`src/rtl/issue_ctrl_pkg.sv`:
```
// Shared constants for the decode/issue controller: RV32 major opcodes,
// the reset/flush instruction value and the issue FSM encoding.
package issue_ctrl_pkg;

   // RV32 major opcodes (instr[6:0])
   localparam logic [6:0] LUI      = 7'b0110111;
   localparam logic [6:0] AUIPC    = 7'b0010111;
   localparam logic [6:0] JAL      = 7'b1101111;
   localparam logic [6:0] JALR     = 7'b1100111;
   localparam logic [6:0] BRANCH   = 7'b1100011;
   localparam logic [6:0] LOAD     = 7'b0000011;
   localparam logic [6:0] STORE    = 7'b0100011;
   localparam logic [6:0] OP_IMM   = 7'b0010011;
   localparam logic [6:0] OP       = 7'b0110011;
   localparam logic [6:0] MISC_MEM = 7'b0001111;
   localparam logic [6:0] SYSTEM   = 7'b1110011;

   // ADDI x0, x0, 0
   localparam logic [31:0] NOP_INSTR = 32'h0000_0013;

   // Issue FSM encoding
   localparam logic [1:0] RUN   = 2'd0;
   localparam logic [1:0] DRAIN = 2'd1;
   localparam logic [1:0] WAIT  = 2'd2;
   localparam logic [1:0] TRAP  = 2'd3;

endpackage

```
`src/rtl/issue_scoreboard.sv`:
```
// Register scoreboard: one pending-write bit per architectural register.
// Bits are set when a load issues and cleared on its writeback; x0 is never
// tracked, so reads of register 0 always report not-busy.
module issue_scoreboard
   import issue_ctrl_pkg::*;
#(
   parameter int unsigned NREG = 32
) (
   input  logic       clk_i,
   input  logic       rst_i,
   input  logic       set_i,
   input  logic [4:0] set_idx_i,
   input  logic       clr_i,
   input  logic [4:0] clr_idx_i,
   input  logic [4:0] rs1_i,
   input  logic [4:0] rs2_i,
   input  logic [4:0] rd_i,
   output logic       rs1_busy_o,
   output logic       rs2_busy_o,
   output logic       rd_busy_o,
   output logic       busy_o
);

   logic [NREG-1:0] sb_q;
   logic [NREG-1:0] sb_d;

   // Next-state: clear on writeback, then set on load issue so set wins
   always_comb begin
      sb_d = sb_q;
      for (int unsigned i = 1; i < NREG; i++) begin
         if (clr_i && (clr_idx_i == 5'(i))) sb_d[i] = 1'b0;
         if (set_i && (set_idx_i == 5'(i))) sb_d[i] = 1'b1;
      end
   end

   // Scoreboard state register
   always_ff @(posedge clk_i or posedge rst_i) begin
      if (rst_i) sb_q <= '0;
      else       sb_q <= sb_d;
   end

   // Read ports; loop starts at 1 so register 0 reads as not busy
   always_comb begin
      rs1_busy_o = 1'b0;
      rs2_busy_o = 1'b0;
      rd_busy_o  = 1'b0;
      for (int unsigned i = 1; i < NREG; i++) begin
         if (rs1_i == 5'(i)) rs1_busy_o = sb_q[i];
         if (rs2_i == 5'(i)) rs2_busy_o = sb_q[i];
         if (rd_i  == 5'(i)) rd_busy_o  = sb_q[i];
      end
   end

   assign busy_o = |sb_q;

endmodule

```
`src/rtl/issue_ctrl.sv`:
```
// Decode/issue sequencing controller. Holds the IF/ID register, lets the
// external decoder classify the held instruction, and issues it to execute
// subject to scoreboard interlocks, SYSTEM/MISC_MEM serialisation and
// illegal-instruction trapping.
module issue_ctrl
   import issue_ctrl_pkg::*;
#(
   parameter int unsigned     XLEN      = 32,
   parameter int unsigned     NREG      = 32,
   parameter logic [XLEN-1:0] NOP_INSTR = XLEN'(issue_ctrl_pkg::NOP_INSTR)
) (
   input  logic            clk_i,
   input  logic            rst_i,
   input  logic            if_valid_i,
   output logic            if_ready_o,
   input  logic [XLEN-1:0] if_instr_i,
   input  logic [XLEN-1:0] if_pc_i,
   output logic [XLEN-1:0] id_instr_o,
   output logic [XLEN-1:0] id_pc_o,
   input  logic [4:0]      dec_rs1_i,
   input  logic [4:0]      dec_rs2_i,
   input  logic [4:0]      dec_rd_i,
   input  logic            dec_use_rs1_i,
   input  logic            dec_use_rs2_i,
   input  logic            dec_we_rd_i,
   input  logic            dec_is_load_i,
   input  logic            dec_is_serial_i,
   input  logic            dec_illegal_i,
   output logic            ex_valid_o,
   input  logic            ex_ready_i,
   output logic            ex_illegal_o,
   input  logic            ex_idle_i,
   input  logic            wb_valid_i,
   input  logic [4:0]      wb_rd_i,
   input  logic            flush_i,
   output logic            stall_o,
   output logic            sb_busy_o
);

   logic [1:0]      state_q, state_d;
   logic            id_valid_q, id_valid_d;
   logic [XLEN-1:0] id_instr_q, id_instr_d;
   logic [XLEN-1:0] id_pc_q, id_pc_d;

   logic rs1_busy, rs2_busy, rd_busy;
   logic hazard, serial_ok, fire, sb_set;

   issue_scoreboard #(.NREG(NREG)) u_sb (
      .clk_i      (clk_i),
      .rst_i      (rst_i),
      .set_i      (sb_set),
      .set_idx_i  (dec_rd_i),
      .clr_i      (wb_valid_i),
      .clr_idx_i  (wb_rd_i),
      .rs1_i      (dec_rs1_i),
      .rs2_i      (dec_rs2_i),
      .rd_i       (dec_rd_i),
      .rs1_busy_o (rs1_busy),
      .rs2_busy_o (rs2_busy),
      .rd_busy_o  (rd_busy),
      .busy_o     (sb_busy_o)
   );

   assign hazard    = id_valid_q & ((dec_use_rs1_i & rs1_busy) |
                                    (dec_use_rs2_i & rs2_busy) |
                                    (dec_we_rd_i   & rd_busy));
   assign serial_ok = ex_idle_i & ~sb_busy_o;
   assign fire      = ex_valid_o & ex_ready_i;
   assign sb_set    = fire & dec_is_load_i & dec_we_rd_i & ~dec_illegal_i & (dec_rd_i != '0);

   // Issue decision; depends only on held state and decoder, never on ex_ready_i
   always_comb begin
      ex_valid_o = 1'b0;
      case (state_q)
         RUN:     ex_valid_o = id_valid_q & ~flush_i &
                               (dec_illegal_i | (~hazard & (~dec_is_serial_i | serial_ok)));
         DRAIN:   ex_valid_o = id_valid_q & serial_ok & ~flush_i;
         default: ex_valid_o = 1'b0;
      endcase
   end

   assign ex_illegal_o = ex_valid_o & dec_illegal_i;
   assign stall_o      = id_valid_q & ~fire;
   // Reset gates the fetch handshake so it drops as soon as rst_i rises
   assign if_ready_o   = ~rst_i & (state_q == RUN) & ~flush_i & (~id_valid_q | fire);

   // FSM next-state: flush returns to RUN from any state
   always_comb begin
      state_d = state_q;
      if (flush_i) begin
         state_d = RUN;
      end else begin
         case (state_q)
            RUN: begin
               if (fire && dec_illegal_i)        state_d = TRAP;
               else if (fire && dec_is_serial_i) state_d = WAIT;
               else if (id_valid_q && dec_is_serial_i && !serial_ok && !dec_illegal_i)
                                                 state_d = DRAIN;
            end
            DRAIN:   if (fire)      state_d = WAIT;
            WAIT:    if (ex_idle_i) state_d = RUN;
            default: state_d = state_q;
         endcase
      end
   end

   // IF/ID register next-state: flush kills, fetch loads, issue empties
   always_comb begin
      id_valid_d = id_valid_q;
      id_instr_d = id_instr_q;
      id_pc_d    = id_pc_q;
      if (flush_i) begin
         id_valid_d = 1'b0;
         id_instr_d = NOP_INSTR;
      end else if (if_valid_i && if_ready_o) begin
         id_valid_d = 1'b1;
         id_instr_d = if_instr_i;
         id_pc_d    = if_pc_i;
      end else if (fire) begin
         id_valid_d = 1'b0;
      end
   end

   // State registers
   always_ff @(posedge clk_i or posedge rst_i) begin
      if (rst_i) begin
         state_q    <= RUN;
         id_valid_q <= 1'b0;
         id_instr_q <= NOP_INSTR;
         id_pc_q    <= '0;
      end else begin
         state_q    <= state_d;
         id_valid_q <= id_valid_d;
         id_instr_q <= id_instr_d;
         id_pc_q    <= id_pc_d;
      end
   end

   assign id_instr_o = id_instr_q;
   assign id_pc_o    = id_pc_q;

endmodule

```
`config.mk`:
```
export PLATFORM = sky130hd
export DESIGN_NAME = issue_ctrl
export DESIGN_NICKNAME = d
export VERILOG_FILES = /design/src/rtl/issue_ctrl_pkg.sv /design/src/rtl/issue_scoreboard.sv /design/src/rtl/issue_ctrl.sv
export SDC_FILE = /design/constraint.sdc
export NUM_CORES = 1
export LEC_CHECK = 0
export BUFFER_PORTS_ARGS = -buffer_cell sky130_fd_sc_hd__buf_2
export CORE_ASPECT_RATIO = 0.7
export CORE_MARGIN = 2
export CORE_UTILIZATION = 56
export CTS_BUF_LIST = sky130_fd_sc_hd__clkbuf_8 sky130_fd_sc_hd__clkbuf_16
export CTS_CLUSTER_DIAMETER = 30
export DETAILED_ROUTE_END_ITERATION = 6
export PLACE_DENSITY_LB_ADDON = 0.08
export SLEW_MARGIN = 20
export SYNTH_ARGS = -nofsm -noshare
export SYNTH_HDL_FRONTEND = slang
export SYNTH_HIERARCHICAL = 1
export SYNTH_SLANG_ARGS = --single-unit
```
`constraint.sdc`:
```
create_clock -name clk_i -period 7.29 [get_ports clk_i]
set_clock_uncertainty 0.15 [all_clocks]
set_input_delay 1.458 -clock clk_i [delete_from_list [all_inputs] [get_ports clk_i]]
set_output_delay 1.458 -clock clk_i [all_outputs]
set_load 0.03 [all_outputs]
```
==> summary.md <==
| Metric | Value |
|---|---|
| Clock Pin Slew Worst Setup and Hold Paths | `70 ps` |
| Endpoints failing hold | `0` |
| Post-Syn Area | `5540 sq um` |
| Final Setup Violations | `0` |
| Avg Inst Size Synth | `9.25 sq um` |
| Post-synth top area cell | `dfrtp_1` |
| Height of the die | `87.2 microns` |
| Worst EP arrival | `4560 ps` |
| Setup TNS | `0 ps` |
| Core area | `9650 sq um` |
| Via count | `5409` |
| Tcrit/Tclk final | `84.7%` |
| Die footprint | `10700 sq um` |
| Final Max Slew Viols | `0` |
| Remaining Overflow, GRT | `0` |
| Antenna cells | `0` |
| Vias in the first global route | `5036` |
| Root Driver | `clkbuf_16` |
| Post-CTS resize count | `0` |
| Initial core utilization | `57.5%` |
| Mapped Nets | `699` |
| Placed wire-length estimate | `12.0 mm` |
| RSZ-0062 raised after global routing | `false` |
| Area share of the largest cell type after synthesis | `42.9%` |
| YS warnings | `6` |
| VDD IR max | `0.267 mV` |
| Power Density | `293 nW/um^2` |
| Crit-path max FO | `27` |
| Max cap viols | `0` |
| Critical path endpoint category | `output pin` |
| Area taken by multi-input logic gates | `2800 sq um` |
| CP startpoint kind | `primary input` |
| Port Buffers | `165` |
| Placed Area | `6350 sq um` |
| Primary FF master, synth | `dfrtp_1` |
| Cell area after layout | `6690 sq um` |
| Wire per inst | `18.6 microns` |
| Total iterations of the first detailed-routing run | `5` |
| Area contributors post-synth | `dfrtp_1, o21ai_0, nand2_1, mux2_2, mux2i_1` |
| Register area | `2460 sq um` |
| Total CTS buffers | `9` |
| Async SR Flop Fraction | `100%` |
| Final WL | `16.4 mm` |
| Sequential fraction of the synthesis area | `44.3%` |
| Layout cells sized above 1 | `30.3%` |
| Area Overhead vs Synth | `20.6%` |
| Worst EP required | `5680 ps` |
| Vias per cell | `6.14` |
| Status | `completed` |
| Postcts setup bufs | `0` |
| Filler cells | `782` |
| GR Util All Layers | `30.9%` |
| Post-route DRC | `0` |
| FP Rows | `30` |
| Min-delay worst type | `reg -> reg` |
| Mapped Cells | `599` |
| H-tree levels | `3` |
| I/O pin count | `166` |
| Max Freq | `162 MHz` |
| Yosys cell types | `65` |
| Clock Path Buffers | `2` |
| EDFF count, synth | `0` |
| TritonCTS clock tree | `yes` |
| CTS Hold Bufs | `0` |
| Clk Latency, worst-skew pair | `340 ps` |
| Register bit total from synthesis | `98` |
| Relative slew slack | `36.9%` |
| Placer congestion estimate | `0.973` |
| Initial DRC Count | `543` |
| Die width | `123 microns` |
| Global-route wire length before repair | `25.6 mm` |
| Final net count | `848` |
| Initial antenna violation count | `1` |
| Antenna-violating nets left | `0` |
| Slew @ Worst Pin | `940 ps` |
| Min Tclk post-route | `6170 ps` |
| LEAKAGE | `3.12 nW` |
| Largest net degree at the start of global routing | `69` |
| Clk sinks | `98` |
| CP Class | `in -> out` |
==> path summary, 6_finish.rpt <==
| check | startpoint | endpoint | slack [ps] | depth (start not counted) |
|---|---|---|---|---|
| worst min register to register | id_pc_o[31] | id_pc_o[31] | 340 | 1 |
| worst min-delay path | id_pc_o[31] | id_pc_o[31] | 340 | 1 |
| min in group asynchronous | rst_i | u_sb/sb_q[13] | 1100 | 2 |
| max in group asynchronous | rst_i | state_q[1] | 5180 | 3 |
| worst max register to register | u_sb/sb_q[24] | u_sb/sb_q[24] | 2990 | 14 |
| worst max-delay path | dec_rd_i[1] | if_ready_o | 1120 | 12 |
==> cells in the mapped netlist (9+ instances only) <==
master and number:
a21oi_1 19, a31oi_1 9, buf_2 11, buf_6 9, dfrtp_1 95, inv_1 18, mux2_2 28, mux2i_1 11
nand2_1 87, nand2b_1 15, nand3_1 15, nor2_1 27, nor2b_1 12, nor4_1 10, o21ai_0 98, o21ai_1 13
==> cells in the final DEF, fill, tap and decap left out, types with 4 or more instances in the layout <==
| cell | netlist | final |
|---|---|---|
| and3b_1 | 4 | 4 |
| dfrtp_1 | 95 | 95 |
| mux2_2 | 28 | 28 |
| a31oi_1 | 9 | 9 |
| nor3b_1 | 8 | 8 |
| o21ai_1 | 13 | 13 |
| nand4_1 | 6 | 6 |
| nand2_1 | 87 | 87 |
| a21oi_1 | 19 | 19 |
| nand3_1 | 15 | 15 |
| inv_1 | 18 | 16 |
| a211oi_1 | 4 | 4 |
| nor2_1 | 27 | 27 |
| mux2_1 | 7 | 7 |
| nor2b_1 | 12 | 12 |
| nor3_1 | 8 | 8 |
| clkbuf_16 | 0 | 9 |
| nand2b_1 | 15 | 15 |
| nor4_1 | 10 | 10 |
| a2111oi_0 | 4 | 4 |
| buf_2 | 11 | 165 |
| o21ai_0 | 98 | 98 |
| mux2i_1 | 11 | 11 |
==> routing by layer <==
metal  global-route usage (%)  vias to the layer above  part of all wire (%)  wire length, microns
li1                         -                     2478                     -                     -
met1                     42.6                     2569                    42                  6850
met2                     47.1                      335                    45                  7330
met3                     10.1                       27                    12                  2030
met4                     8.15                        0                   1.1                   187
met5                        0                        -                     0                     0
==> worst max-delay path, cell delays in order <==
cell,delay [ps]
buf_2,370
mux2_2,390
a221oi_1,350
nor4_1,110
a31oi_1,190
a21o_1,130
a21oi_1,80
a222oi_1,410
o2111ai_1,340
and3_1,310
nor3_1,190
buf_2,230
==> stage by stage <==
step,hold slack [ps],instances,util [%],setup slack (ps),total power [mW]
floorplan,359,599,-,1400,1.23
global placement,314,865,65.9,1430,1.42
detailed placement,319,865,65.9,1320,1.44
CTS,335,881,69.3,1220,1.97
global route,345,881,69.3,907,2.05
finish,336,881,69.3,1120,1.96
==> area by class of cell <==
cell class / count / share of cell area [%]
inverters: 20 / 1.12
clock inverters: 7 / 1.57
flip-flops and latches: 98 / 36.7
well taps: 128 / 2.40
multi-input cells: 451 / 41.9
repair buffers: 168 / 12.9
clock buffers: 9 / 3.37
==> state kept, by name, indices dropped and copies added (netlist names) <==
| register | count |
|---|---|
| u_sb/sb_q | 31 |
| id_instr_o | 32 |
| id_valid_q | 1 |
| id_pc_o | 32 |
| state_q | 2 |
==> cells by family (layout without fill, tap and decap cells) <==
kind of cell    Yosys count  in the layout  synth area share [%]
buf+inv                  50            204                  5.12
mux                      49             49                  10.3
compound gates          184            184                  20.0
flops                    98             98                  44.3
fa+ha+maj                 3              3                 0.677
simple gates            215            215                  19.6
==> report_power, final <==
group	total (mW)	switching, mW	internal (mW)
sequential	0.731	0.0655	0.665
clock	0.525	0.217	0.308
combinational	0.701	0.462	0.238
(Power assumes the default switching activity.)
